===== config.mk =====
export PLATFORM = sky130hd
export DESIGN_NAME = sprite_rom_arbiter
export DESIGN_NICKNAME = d
export VERILOG_FILES = /design/src/rtl/sprite_rom_arbiter.sv
export SDC_FILE = /design/constraint.sdc
export NUM_CORES = 1
export LEC_CHECK = 0
export ABC_AREA = 1
export ABC_CLOCK_PERIOD_IN_PS = 4250
export CORE_AREA = 5 5 84 63
export DETAILED_ROUTE_END_ITERATION = 8
export DIE_AREA = 0 0 89 68
export MAX_ROUTING_LAYER = met4
export PLACE_DENSITY = 0.89
export SYNTH_ARGS = -nofsm -noshare
export SYNTH_HDL_FRONTEND = slang
export SYNTH_SLANG_ARGS = --single-unit

===== constraint.sdc =====
create_clock -name Clk -period 4.25 [get_ports Clk]
set_input_delay 0.85 -clock Clk [delete_from_list [all_inputs] [get_ports Clk]]
set_output_delay 0.85 -clock Clk [all_outputs]
set_load 0.02 [all_outputs]

===== src/rtl/sprite_rom_arbiter.sv =====
// Shares one sync sprite/palette ROM among ball/wall/background renderers; define ROUND_ROBIN_EN for rotating priority.
// Grant is combinational, return is registered ROM_LAT+2 cycles after grant; never stalls, no backpressure on returns.
module sprite_rom_arbiter #(
  parameter int ADDR_W   = 12,
  parameter int DATA_W   = 8,
  parameter int ROM_LAT  = 2,
  parameter int MAX_WAIT = 7
) (
  input  logic              Clk,
  input  logic              Reset_n,
  input  logic [2:0]        req,
  input  logic [ADDR_W-1:0] ball_addr,
  input  logic [ADDR_W-1:0] wall_addr,
  input  logic [ADDR_W-1:0] backg_addr,
  output logic [2:0]        gnt,
  output logic              rom_rd,
  output logic [ADDR_W-1:0] rom_addr,
  input  logic [DATA_W-1:0] rom_data,
  output logic [DATA_W-1:0] rdata,
  output logic [2:0]        rvalid
);

  localparam int            CW       = $clog2(MAX_WAIT + 1);
  localparam logic [CW-1:0] WAIT_SAT = CW'(MAX_WAIT);

  logic [CW-1:0]     wait_cnt_q [3];
  logic [CW-1:0]     wait_cnt_d [3];
  logic [2:0]        starved;
  logic [2:0]        gnt_raw;
  logic [2:0]        tag_q [ROM_LAT+1];
  logic              rom_rd_q;
  logic [ADDR_W-1:0] rom_addr_q, rom_addr_d;
  logic [DATA_W-1:0] rdata_q, rdata_d;
  logic [2:0]        rvalid_q;

  always_comb begin
    starved = 3'b000;
    for (int i = 0; i < 3; i++) begin
      starved[i] = req[i] && (wait_cnt_q[i] == WAIT_SAT);
    end
  end

`ifdef ROUND_ROBIN_EN
  logic [1:0] ptr_q, ptr_d;
  logic [2:0] rr_pick;

  // Rotating order starting at ptr_q; the last winner drops to lowest priority.
  always_comb begin
    rr_pick = 3'b000;
    case (ptr_q)
      2'd1:    rr_pick = req[1] ? 3'b010 : req[2] ? 3'b100 : req[0] ? 3'b001 : 3'b000;
      2'd2:    rr_pick = req[2] ? 3'b100 : req[0] ? 3'b001 : req[1] ? 3'b010 : 3'b000;
      default: rr_pick = req[0] ? 3'b001 : req[1] ? 3'b010 : req[2] ? 3'b100 : 3'b000;
    endcase
  end

  always_comb begin
    ptr_d = ptr_q;
    if (gnt[0])      ptr_d = 2'd1;
    else if (gnt[1]) ptr_d = 2'd2;
    else if (gnt[2]) ptr_d = 2'd0;
  end

  always_ff @(posedge Clk or negedge Reset_n) begin
    if (!Reset_n) ptr_q <= 2'd0;
    else          ptr_q <= ptr_d;
  end
`endif

  always_comb begin
    gnt_raw = 3'b000;
    if (starved[0])      gnt_raw = 3'b001;
    else if (starved[1]) gnt_raw = 3'b010;
    else if (starved[2]) gnt_raw = 3'b100;
    else begin
`ifdef ROUND_ROBIN_EN
      gnt_raw = rr_pick;
`else
      if (req[0])      gnt_raw = 3'b001;
      else if (req[1]) gnt_raw = 3'b010;
      else if (req[2]) gnt_raw = 3'b100;
`endif
    end
  end

  // req is don't-care while reset is held, so the grant is masked then.
  assign gnt = Reset_n ? gnt_raw : 3'b000;

  always_comb begin
    for (int i = 0; i < 3; i++) begin
      wait_cnt_d[i] = '0;
      if (req[i] && !gnt[i]) begin
        wait_cnt_d[i] = (wait_cnt_q[i] == WAIT_SAT) ? WAIT_SAT : wait_cnt_q[i] + CW'(1);
      end
    end
    rom_addr_d = rom_addr_q;
    if (gnt[0])      rom_addr_d = ball_addr;
    else if (gnt[1]) rom_addr_d = wall_addr;
    else if (gnt[2]) rom_addr_d = backg_addr;
    rdata_d = rdata_q;
    if (|tag_q[ROM_LAT]) rdata_d = rom_data;
  end

  always_ff @(posedge Clk or negedge Reset_n) begin
    if (!Reset_n) begin
      for (int i = 0; i < 3; i++) wait_cnt_q[i] <= '0;
      for (int k = 0; k <= ROM_LAT; k++) tag_q[k] <= 3'b000;
      rom_rd_q   <= 1'b0;
      rom_addr_q <= '0;
      rdata_q    <= '0;
      rvalid_q   <= 3'b000;
    end else begin
      for (int i = 0; i < 3; i++) wait_cnt_q[i] <= wait_cnt_d[i];
      // Stage 0 lines up with the ROM address cycle; the last stage with rom_data.
      tag_q[0] <= gnt;
      for (int k = 1; k <= ROM_LAT; k++) tag_q[k] <= tag_q[k-1];
      rom_rd_q   <= |gnt;
      rom_addr_q <= rom_addr_d;
      rdata_q    <= rdata_d;
      rvalid_q   <= tag_q[ROM_LAT];
    end
  end

  assign rom_rd   = rom_rd_q;
  assign rom_addr = rom_addr_q;
  assign rdata    = rdata_q;
  assign rvalid   = rvalid_q;

endmodule

==> metrics.yaml <==
timing:
  fin_ws_ns: 0.551
  setup_viol: 0
  final_hold_viol_count: 0
  rsz0062_at_grt: "no"
  tns_ns: 0
  period_share: 0.870
  clock_skew_ns: 0.00758
  clock.fmax_ghz: 0.270
  fin_crit_ns: 3.70
  tightest_slew_ns: 0.388
  final_max_slew_viol_count: 0
  maxSlewHeadroom: 0.741
floorplanning:
  io_pins: 76
  start_util: 0.443
  core_mm2: 0.00449
  num_rows: 21
  die_x_um: 89
  fp.dieH_um: 68
  dieArea_mm2: 0.00605
power:
  max-vdd-ir-drop_uv: 189
  p_per_area_mw_per_mm2: 373
  leakagePower_nw: 1.30
yosys:
  syn_area_mm2: 0.00199
  synth_seq_cells: 42
  syn_nets: 243
  yosysUniqueCellTypes: 22
  yosys_warnings: 0
  syn_inst: 191
  syn_avg_cell_area_um2: 10.4
  yosysSeqAreaShare: 0.528
global_route:
  grt_pass1_vias: 1589
  grt_overflow: 0
  grt_start_max_net_pins: 34
  antenna_found_initial: 0
  grt_pass1_wl_um: 7590
  grt_usage: 0.166
routing:
  drt_first_pass_iters: 4
  first_iter_violations: 109
  drt-total-wl_um: 4650
  post-route-drc-count: 0
  vias: 1632
  viasPerCell: 5.07
  ant_nets: 0
  avgRoutedWirePerCell_um: 14.5
cells_and_area:
  n_antenna_cell: 0
  area_growth_pct: 44.0
  final_cell_mix: "clkdlybuf4s50_1, dfrtp_1, nand2_1, nand3_1"
  drive_gt1_frac: 0.140
  post-route-cell-area_mm2: 0.00286
  nFillCells: 360
  nets: 316
  layout_commonest_cell: "clkdlybuf4s50_1"
cts:
  htree_levels: 2
  cts_sinks: 42
  cts_buffers: 5
  insertion_delay_ns: 0.29
  cts-resized-gates: 0
  cts_tree: "done"
  cts_buffer_depth: 2
  cts_setup_buffers: 0
  clk_pin_slew_ns: 0.08
  postCtsHoldBufs: 0
  cts_root_buf: "clkbuf_8"
setup_path:
  worstSetupPathType: "primary input to output pin"
  crit_family: "buffers and inverters"
  cp_cell_sequence: "clkdlybuf4s50_1 > nand3_2 > nand2_2 > nand2_4 > inv_1 > clkdlybuf4s50_1"
  end_kind: "output pin"
  cp.arrival_ns: 2.85
  path_buf_inv: 3
  startpoint_type: "primary input"
  worstPathMaxFanout: 27
  critPathSlowestCell: "clkdlybuf4s50_1"
  critical_path.most_common_cell: "clkdlybuf4s50_1"
  cp.required_ns: 3.40
  cpPeakStageDelay_ns: 0.61
placement:
  dpl.hpwl_um: 3590
  placed_cell_area_mm2: 0.00275
  globalplace.congestion: 0.861
  io_buffers: 75
  pre_cts_ws_ns: 0.555
flow_run:
  maxCapViolCount: 0
run_status:
  status: "finished, final reports clean"
hold_path:
  min_path_type: "register to register"
layer usage:
layer / up-vias / track usage / part of all wire
met5: - / - / 0
li1: 804 / - / -
met2: 82 / 0.253 / 0.46
met4: 0 / 0.0372 / 0.010
met3: 6 / 0.0493 / 0.091
met1: 740 / 0.222 / 0.44
flip-flops by register name, indices dropped and copies added, names as in the netlist:
| register | count |
|---|---|
| rdata | 8 |
| rom_addr | 12 |
| rom_rd | 1 |
| rvalid | 3 |
| tag_q | 9 |
| wait_cnt_q | 9 |
synthesized netlist by cell type (all sizes together):
cell     n  area share
buf     10       0.036
inv      5       0.011
nand2   38       0.089
a21oi    6       0.015
nand3   42        0.15
ha       3       0.019
nand4   12       0.038
nor2    11       0.021
clkbuf   1      0.0019
nand3b  12       0.045
or3      1      0.0031
mux2     8       0.045
dfrtp   42        0.53
power breakdown:
part	switching [mW]	total, mW	internal, mW
clock	0.142	0.320	0.179
combinational	0.136	0.278	0.142
sequential	0.0241	0.468	0.444
total	0.302	1.07	0.765
area by class of cell:
cell class,instances,area [um^2],area share
Sequential cell,42,1050,0.367
Clock inverter,3,48.8,0.0170
Tap cell,57,71.3,0.0249
Inverter,5,21.3,0.00743
Clock buffer,5,68.8,0.0240
Multi-Input combinational cell,133,842,0.294
Timing Repair Buffer,77,761,0.266
metrics by stage:
stage                     hold WS (ns)  instances  utilization  power [mW]
after floorplan                  0.331        191            -       0.611
after global placement           0.334        314        0.611       0.751
after detailed placement         0.335        314        0.611       0.758
after CTS                        0.355        322        0.637        1.08
after global routing             0.365        322        0.637        1.13
final                            0.354        322        0.637        1.07
final timing paths:
check | start | slack (ns) | cells after the start | to
setup / recovery | req[0] | 0.55 | 6 | gnt[0]
hold / removal | tag_q[4]$_DFF_PN0_ | 0.35 | 0 | tag_q[1]$_DFF_PN0_
setup reg to reg | wait_cnt_q[3]$_DFF_PN0_ | 2.23 | 8 | rom_addr[6]$_DFFE_PN0P_
hold reg to reg | tag_q[4]$_DFF_PN0_ | 0.35 | 0 | tag_q[1]$_DFF_PN0_
max in group asynchronous | Reset_n | 3.31 | 2 | rom_addr[0]$_DFFE_PN0P_
min in group asynchronous | Reset_n | 0.60 | 2 | rdata[2]$_DFFE_PN0P_
cells by family (layout without fill, tap and decap cells):
group,count (synthesis),after routing,share of synthesized area
compound gates,6,6,0.0151
fa+ha+maj,3,3,0.0189
buf+inv,16,90,0.0484
flops,42,42,0.528
mux,8,8,0.0453
simple gates,116,116,0.344
(Power assumes the default switching activity.)
==> variant 1, RTL diff (same settings) <==
Build with the macro `ROUND_ROBIN_EN` defined.
--- a/src/rtl/sprite_rom_arbiter.sv
+++ b/src/rtl/sprite_rom_arbiter.sv
@@ -1,5 +1,7 @@
 // Shares one sync sprite/palette ROM among ball/wall/background renderers; define ROUND_ROBIN_EN for rotating priority.
 // Grant is combinational, return is registered ROM_LAT+2 cycles after grant; never stalls, no backpressure on returns.
+`define ROUND_ROBIN_EN
+
 module sprite_rom_arbiter #(
   parameter int ADDR_W   = 12,
   parameter int DATA_W   = 8,
Function: changed (Yosys sat finds a counterexample within 4 cycles, from zero or initial values and one cycle with Reset_n low).
==> variant 1 against the original RTL <==
  * Cell area grew 1.7%
  * Routed wire length grew 5.4%
  * Sequential share of layout area grew 1.1 points
  * Non-clock buffer count unchanged
  * Worst setup slack got worse by 0.063 ns
  * Sequential cell count is 2 higher
  * Die area stayed put
  * Area after synthesis is 1.9% higher
  * Largest cell class unchanged
Power is not compared: it rests on default switching activity, and its combinational part moved more than twofold at a synthesized area within 25%.
==> variant 1: results (changes against the original RTL) <==
Status
  • Outcome: finished clean

Critical path
  • Worst path max stage delay: 0.59 ns (-0.02 ns)
  • Crit. Startpoint: req[2]
  • Path depth of the worst reg2reg path: 11 (+3)
  • RR Endpoint: rom_addr[4]
  • Setup slack, reg-to-reg: 2.12 ns (-0.11 ns)
  • Reg2Reg Launch Point: ptr_q[0]

Placement
  • Area after DPL: 0.002790 mm² (+1.6%)
  • Hpwl dp: 3.689 mm (+2.8%)
  • Placer congestion estimate: 0.9154 (+6.4%)
  • Setup WS pre-CTS: 0.5097 ns (-0.04563 ns)

STA
  • Clock Skew: 0.003854 ns (-0.003724 ns)
  • Worst hold margin: 0.3520 ns (-0.001759 ns)
  • Final Critical Period: 3.762 ns (+0.06313 ns)

Cells and area
  • Fill cells: 353 (-1.9%)
  • Non-Filler Instances: 361 (+12%)
  • Seq. cell area: 0.001101 mm² (+4.8%)
  • ClkCell Share: 4.168% (+0.062 points)
  • Clock buffers: 6 (+1)

Global routing
  • First-pass GRT wire length: 7.990 mm (+5.3%)
  • Largest net degree at the start of global routing: 45 (+32%)
  • M1 GR Usage: 20.27% (-1.9 points)
  • Vias in the first global route: 1866 (+17%)

Synthesis
  • Top cells by area, synth: dfrtp_1 54%, nand2_1 10%, nor2_1 8.3%, nand3_1 7.7%, mux2_2 4.4%
  • Synthesized area: 0.002027 mm² (+1.9%)

Detailed routing
  • Total wire length after detailed routing: 4.907 mm (+5.4%)

Worst hold path
  • Hold EP: tag_q[5]
  • Hold path startpoint: tag_q[8]
-- variant 1: changes by cell type in the layout (fill, tap and decap cells not counted), sizes merged, moves of 3 or more --
| cell | change |
|---|---|
| inv | +7 |
| ha | +3 |
| nand3b | -12 |
| nand3 | -9 |
| nand4 | -12 |
| nor2 | +34 |
| nand2 | +21 |
-- variant 1: cells by family (layout without fill, tap and decap cells) --
| logic type | count (synthesis) | count (layout) | synth area share [%] |
|---|---|---|---|
| simple gates | 138 | 138 | 29.20 |
| flops | 44 | 44 | 54.32 |
| buf+inv | 22 | 98 | 5.802 |
| compound gates | 10 | 10 | 2.531 |
| mux | 8 | 8 | 4.445 |
| fa+ha+maj | 6 | 6 | 3.704 |
-- variant 1: report_power, final --
group          switching (mW)  internal, mW
Sequential             0.0723         0.571
Combinational           0.496         0.411
Clock                   0.141         0.192
Total                   0.709          1.17
==> variant 2, RTL diff (same flow settings) <==
Made on the original files. `rom_addr_q` no longer has a reset.
--- a/src/rtl/sprite_rom_arbiter.sv
+++ b/src/rtl/sprite_rom_arbiter.sv
@@ -106,7 +106,6 @@
       for (int i = 0; i < 3; i++) wait_cnt_q[i] <= '0;
       for (int k = 0; k <= ROM_LAT; k++) tag_q[k] <= 3'b000;
       rom_rd_q   <= 1'b0;
-      rom_addr_q <= '0;
       rdata_q    <= '0;
       rvalid_q   <= 3'b000;
     end else begin
@@ -115,10 +114,13 @@
       tag_q[0] <= gnt;
       for (int k = 1; k <= ROM_LAT; k++) tag_q[k] <= tag_q[k-1];
       rom_rd_q   <= |gnt;
-      rom_addr_q <= rom_addr_d;
       rdata_q    <= rdata_d;
       rvalid_q   <= tag_q[ROM_LAT];
     end
+  end
+
+  always_ff @(posedge Clk) begin
+    rom_addr_q <= rom_addr_d;
   end
 
   assign rom_rd   = rom_rd_q;
Check against the original RTL: differs if Reset_n is asserted again (counterexample within 4 cycles, from zero or initial values and one cycle with Reset_n low); with Reset_n held inactive, the same outputs for 10 cycles.
==> variant 2 against the original RTL <==
  * Cell area is 3.5% lower
  * Routed wire length is 1.7% lower
  * Power is 6.6% lower
  * Worst setup slack better by 0.095 ns
  * Sequential cell count stayed put
  * Count of clock-buffer cells in the layout is 1 higher
  * Critical path depth stayed put
  * Area after synthesis is 5.0% lower
  * Largest power group unchanged
  * Highest routed layer unchanged
==> variant 2: results (changes against the original RTL) <==
Critical path
  • RR Endpoint: rom_addr[4]
  • Path depth of the worst reg2reg path: 5 (-3)

Cells and area
  • Fill cells: 389 (+8.1%)
  • Fraction of area in multi-input gates: 20.79% (-8.6 points)
  • Clock buffers: 6 (+1)
  • #MultiIn Comb: 116 (-13%)

Placement
  • Area after DPL: 0.002654 mm² (-3.4%)
  • Setup WS pre-CTS: 0.6198 ns (+0.06445 ns)
  • Hpwl dp: 3.608 mm (+0.51%)

Synthesis
  • Sequential element share of the synthesized area: 58.81% (+6.0 points)
  • Syn Area/Cell: 9.353 µm² (-10%)
  • Top post-synthesis cells by count: 53 x nand2_1, 35 x inv_1, 30 x dfrtp_1, 30 x nand3_1, 12 x edfxtp_1
  • Synth unique cells: 20 (-9.1%)
  • Top cells by area, synth: dfrtp_1 40%, edfxtp_1 19%, nand2_1 11%, nand3_1 7.9%, inv_1 7.0%

Detailed routing
  • Metal3 WL: 352 µm (-17%)
  • Met2 routed WL: 2.261 mm (+5.6%)
  • Total wire length after detailed routing: 4.573 mm (-1.7%)
  • Met1 WL: 1.866 mm (-8.5%)

Status
  • Outcome: finished clean

STA
  • Clock Skew: 0.005671 ns (-0.001907 ns)
  • Worst hold margin: 0.3491 ns (-0.004666 ns)

Power
  • Clock power share: 31.4% (+1.4 points)
  • Pwr Total: 0.9967 mW (-6.6%)
  • LEAKAGE: 1.355 nW (+4.6%)

Global routing
  • GRT Util Overall: 15.68% (-0.95 points)
  • Global Route met3 Usage: 4.332% (-0.60 points)
  • Met2 usage: 26.11% (+0.83 points)
  • Largest net degree at the start of global routing: 28 (-18%)
## variant 2: worst max path at each step
stage          slack (ns)  cells past startpoint  startpoint  endpoint
2_1_floorplan        1.94                      7      req[1]    gnt[1]
3_3_place_gp         0.70                      6     Reset_n    gnt[1]
3_5_place_dp         0.62                      6     Reset_n    gnt[1]
4_1_cts              0.60                      6     Reset_n    gnt[1]
5_1_grt              0.54                      6     Reset_n    gnt[2]
6_report             0.65                      6     Reset_n    gnt[1]
## variant 2: worst max-delay path: stages
cell and delay [ns]:
clkdlybuf4s50_1 0.68, nand2_1 0.12, inv_2 0.22, nand2_4 0.16
inv_1 0.12, clkdlybuf4s50_1 0.61
## variant 2: kinds of logic (layout without fill, tap and decap cells)
logic type	Yosys count	in the layout	share of synthesized area, %
AO/OA/AOI/OAI	15	15	5.894
flip-flops	42	42	58.81
AND/OR/NAND/NOR	98	98	22.52
adder cells (fa/ha/maj)	3	3	1.987
buffers and inverters	44	121	10.79
